`config.mk`:
```
export PLATFORM = sky130hd
export DESIGN_NAME = read_ptr_empty_sync
export DESIGN_NICKNAME = d
export VERILOG_FILES = /design/src/rtl/read_ptr_empty_sync.sv
export SDC_FILE = /design/constraint.sdc
export NUM_CORES = 1
export LEC_CHECK = 0
export ABC_AREA = 1
export BUFFER_PORTS_ARGS = -buffer_cell sky130_fd_sc_hd__buf_2
export CORE_MARGIN = 2
export CORE_UTILIZATION = 41
export DETAILED_ROUTE_END_ITERATION = 10
export GPL_TIMING_DRIVEN = 0
export PLACE_DENSITY = 0.64
export SETUP_SLACK_MARGIN = 0.1
export SYNTH_ARGS = -nofsm -noshare
export SYNTH_HDL_FRONTEND = slang
export SYNTH_SLANG_ARGS = --single-unit
```
`constraint.sdc`:
```
create_clock -name rclk -period 2.35 [get_ports rclk]
set_input_delay 0.1175 -clock rclk [delete_from_list [all_inputs] [get_ports rclk]]
set_output_delay 0.1175 -clock rclk [all_outputs]
set_load 0.02 [all_outputs]
```
`src/rtl/read_ptr_empty_sync.sv`:
```
// Read-side controller for the async FIFO: read pointer, write-pointer synchroniser, empty and occupancy flags.
// Optional sticky underflow output is enabled with `define RD_UNDERFLOW_FLAG_EN.
module read_ptr_empty_sync #(
    parameter int unsigned ADDR_W      = 2,
    parameter int unsigned SYNC_STAGES = 2,
    parameter int unsigned AE_THRESH   = 1
) (
    input  logic              rclk,
    input  logic              r_rst_n,
    input  logic              r_en,
    input  logic [ADDR_W:0]   wptr_gray,
    output logic [ADDR_W:0]   rptr_gray,
    output logic [ADDR_W-1:0] raddr,
    output logic              empty,
    output logic              almost_empty,
    output logic [ADDR_W:0]   rd_count,
`ifdef RD_UNDERFLOW_FLAG_EN
    output logic              underflow,
`endif
    output logic              rd_ack
);

    localparam logic [ADDR_W:0] AE_LIM = (ADDR_W+1)'(AE_THRESH);

    logic [SYNC_STAGES-1:0][ADDR_W:0] sync_q;
    logic [ADDR_W:0] wq_gray;
    logic [ADDR_W:0] wq_bin;
    logic [ADDR_W:0] rbin;
    logic [ADDR_W:0] rbin_nxt;
    logic [ADDR_W:0] rgray_nxt;
    logic [ADDR_W:0] occ_nxt;
    logic            rd_fire;

    // Only sync_q[0] may sample the asynchronous write pointer.
    always_ff @(posedge rclk) begin
        if (!r_rst_n) begin
            sync_q <= '0;
        end else begin
            sync_q <= {sync_q[SYNC_STAGES-2:0], wptr_gray};
        end
    end

    assign wq_gray = sync_q[SYNC_STAGES-1];

    always_comb begin
        wq_bin = '0;
        for (int unsigned i = 0; i <= ADDR_W; i++) begin
            wq_bin[i] = ^(wq_gray >> i);
        end
    end

    assign rd_fire   = r_en & ~empty;
    assign rbin_nxt  = rbin + {{ADDR_W{1'b0}}, rd_fire};
    assign rgray_nxt = rbin_nxt ^ (rbin_nxt >> 1);
    assign occ_nxt   = wq_bin - rbin_nxt;
    assign raddr     = rbin[ADDR_W-1:0];

    // Flags are computed from the post-read pointer so the last read raises empty on its own edge.
    always_ff @(posedge rclk) begin
        if (!r_rst_n) begin
            rbin         <= '0;
            rptr_gray    <= '0;
            rd_count     <= '0;
            empty        <= 1'b1;
            almost_empty <= 1'b1;
            rd_ack       <= 1'b0;
        end else begin
            rbin         <= rbin_nxt;
            rptr_gray    <= rgray_nxt;
            rd_count     <= occ_nxt;
            empty        <= (rgray_nxt == wq_gray);
            almost_empty <= (occ_nxt <= AE_LIM);
            rd_ack       <= rd_fire;
        end
    end

`ifdef RD_UNDERFLOW_FLAG_EN
    always_ff @(posedge rclk) begin
        if (!r_rst_n) begin
            underflow <= 1'b0;
        end else if (r_en && empty) begin
            underflow <= 1'b1;
        end
    end
`endif

endmodule

```
; ---- Yosys cells after proc, flatten, opt, wreduce, memory -nomap -nowiden
; Cells that the tools add are included.
[word_totals]
memories = 0
ram_bits = 0
romBits = 0
latchBits = 0
register_bits = 18
out_inout_bits = 11
input_bits = 6
[op_classes]
mux = 0
eq_ne = 1
n_reduce_logical = 3
bitwise = 3
div = 0
n_mul = 0
n_lt_le_gt_ge = 1
shift = 0
addsub = 2
[op_table]
columns = operator, count
row1 = $reduce_xor 3->1, 3
row2 = $add 3x1->3, 1
row3 = $eq 3x3->1, 1
row4 = $le 3x1->1 const B, 1
row5 = $sub 3x3->3, 1
row6 = $xor 3x2->3, 1
row7 = $and 1x1->1, 1
row8 = $not 1->1, 1

; ---- Longest topological paths before layout
[depth]
word_depth = 5
mapped_depth = 13

; ---- Worst setup path after synthesis
; Ideal clock, no wire load.
[synth_path]
kind = register to register
startpoint = reg empty
endpoint = reg almost_empty
n_path_buf = 0
required_ns = 2.237
t_arrival_ns = 1.780
path_stages_with_launch = 11
path_slack_ns = 0.457
period_less_slack_ns = 1.893
cell_sequence = dfxtp_1 inv_1 nand3_1 inv_1 ha_1 inv_1 fa_1 inv_1 nand2_1 a21oi_2 nor2_1
[synth_via]
elab_chain_cells = 5
[synth_rtl]
columns = item, line
row1 = start: declaration, 14  ; output logic empty,
row2 = start signal: assignment, 71  ; empty <= (rgray_nxt == wq_gray);
row3 = $not 1->1, 52  ; assign rd_fire = r_en & ~empty;
row4 = $and 1x1->1, 52
row5 = $add 3x1->3, 53  ; assign rbin_nxt = rbin + {{ADDR_W{1'b0}}, rd_fire};
row6 = named net rbin_nxt[1], 29  ; logic [ADDR_W:0] rbin_nxt;
row7 = $sub 3x3->3, 55  ; assign occ_nxt = wq_bin - rbin_nxt;
row8 = $le 3x1->1, 72  ; almost_empty <= (occ_nxt <= AE_LIM);
row9 = end signal: assignment, 72
row10 = end: declaration, 15  ; output logic almost_empty,
; The timed path passes the listed nets, and every way through them passes these cells.
; A chain may end at the register's enable or synchronous reset.

; ---- Final worst setup path
; Same ends and word-level chain as after synthesis.

==> results.yml <==
power_and_ir_drop:
  power_density_mw_per_mm2: 701
  peakVddDrop_mv: 0.391
  leakagePower_nw: 0.492
clocking:
  cts_sinks: 17
  cts_tree: "built"
  cts_buffers: 3
  postCtsHoldBufs: 3
  cts_root_buf: "clkbuf_4"
  h-tree-depth: 1
  post-cts-setup-buffers: 0
  clkTransAtPathRegs_ns: 0.09
  clock_path_buffers: 2
  worst_skew_pair.late_latency_ns: 0.29
  cts.repair.resized: 0
synthesis:
  syn_nets: 99
  yosys_register_bits: 17
  synth_area_um2: 682
  postSynthAreaPerCell_um2: 7.58
  yosysSeqAreaShare: 0.499
  synthCells: 90
  synthDistinctLibCells: 12
  synth-warning-count: 0
placement:
  dp.final_hpwl_um: 855
  dp_slack_ns: 0.441
  place.gp.congestion: 0.720
  numPlacedInstances: 121
  placed_area_um2: 777
  port_buffers: 15
timing:
  hold_violations: 0
  layout_setup_ws_ns: 0.420
  skew_ns: 0.00130
  timing.setup.tns_ns: 0
  layout_min_cycle_time_ns: 1.93
  relSlewSlack: 0.798
  fin_crit_sh: 0.821
  fmax_mhz: 518
  tightest_slew_ns: 0.301
  slew_viol_final: 0
  whs_ns: 0.0718
  rsz0062_at_grt: "false"
  setup_viol: 0
floorplan:
  start_util: 0.442
  core_mm2: 0.00154
  dieHeight_um: 44.8
  die_area_mm2: 0.00201
  placementRows: 14
  io_pins: 17
  die_w_um: 44.8
critical_path:
  critPathLaunchType: "flop"
  arrival_ns: 2.12
  end_kind: "flop"
  r2r-start: "empty$_SDFF_PN1_"
  path_max_fanout: 5
  critPathRequiredTime_ns: 2.54
  worst-setup-path-type: "reg -> reg"
  reg2reg_setup_slack_ns: 0.42
  critPathLaunch: "empty$_SDFF_PN1_"
finish:
  final_nets: 122
  fin_area_um2: 833
  antenna-diode-count: 0
  synthToLayoutAreaGrowth_pct: 22.2
  drive_gt1_frac: 0.188
  fillCellCount: 150
  layout.cells.non_filler: 128
route:
  routedWlPerCell_um: 8.81
  drt_iter0_markers: 12
  vias: 570
  drc: 0
  via_per_inst: 4.45
  antenna_left: 0
  drt-pass1-iter-count: 4
  drt_wl_total_um: 1130
worst_hold_path:
  min_from: "r_en"
  holdCritPathClass: "in -> reg"
job:
  cap_violations: 0
global_routing:
  antenna_found_initial: 0
  grt_pass1_vias: 512
  grt_pass1_wl_um: 1980
  grt_max_degree: 11
  grt_usage: 0.143
  overflow: 0
run_status:
  status: "finished, final reports clean"
==> metal layers <==
layer  GRT usage  wire, um
met1       0.148       486
met2       0.246       548
met3      0.0480        72
met4      0.0882        21
met5           0         0
==> critical path, cell delays in order, from the launching register on <==
cell     delay, ns
dfxtp_1       0.35
inv_1         0.06
nand3_1       0.13
inv_1         0.06
ha_1          0.36
inv_1         0.13
fa_1          0.45
inv_1         0.06
nand2_1       0.06
a21oi_2       0.13
nor2_1        0.05
==> synthesized netlist by cell type <==
master   number  share of area
a21oi_1       2          0.015
a21oi_2       1          0.013
buf_2         1         0.0073
dfxtp_1      17           0.50
fa_1          1          0.029
ha_1          2          0.037
inv_1        21           0.12
nand2_1      25           0.14
nand2_2       1         0.0092
nand3_1      10          0.073
nor2_1        7          0.039
xor2_1        2          0.026
==> power breakdown <==
part	internal [W]	switching (W)
sequential	0.000311	0.00000685
combinational	0.0000407	0.0000688
clock	0.0000660	0.0000903
==> per-stage QoR <==
stage                     total power [W]   util
after floorplan                  0.000402      -
after global placement           0.000430  0.504
after detailed placement         0.000432  0.504
after global routing             0.000620  0.541
after CTS                        0.000592  0.541
final                            0.000584  0.541
==> layout make-up <==
class                   instances  area (um2)  area share
inverters                      21        78.8      0.0946
clock buffers                   4        26.3      0.0315
multi-input cells              51         258       0.309
well taps                      16        20.0      0.0240
plain buffers                   1        5.00     0.00601
flip-flops and latches         17         340       0.408
repair buffers                 18         105       0.126
==> final timing paths <==
path / end / depth (start not counted)
worst min register to register: wq_gray[0]$_SDFF_PN0_ / 2
worst min-delay path: rd_ack$_SDFF_PN0_ / 3
worst max register to register: almost_empty$_SDFF_PN1_ / 10
worst max-delay path: almost_empty$_SDFF_PN1_ / 10
==> state kept, by name, indices dropped and copies added (netlist names) <==
signal and flops:
rd_count 3, sync_q 3, rd_ack 1, rbin 2, wq_gray 3, empty 1
almost_empty 1, rptr_gray 3
==> layout by cell type, fill, tap and decap left out, types with 2 or more instances in the layout <==
cell type       n
nor2_1          7
dfxtp_1        17
inv_1          21
dlygate4sd3_1   3
buf_2          16
nand2_1        25
ha_1            2
xor2_1          2
nand3_1        10
clkbuf_4        3
a21oi_1         2
==> cell families (layout without fill, tap and decap cells) <==
family / Yosys count / after routing / share of synthesized area
fa+ha+maj: 3 / 3 / 0.0661
compound gates: 3 / 3 / 0.0275
buf+inv: 22 / 44 / 0.123
simple gates: 43 / 43 / 0.259
xor+xnor: 2 / 2 / 0.0257
flops: 17 / 17 / 0.499
Power figures use the tool's default switching activity.
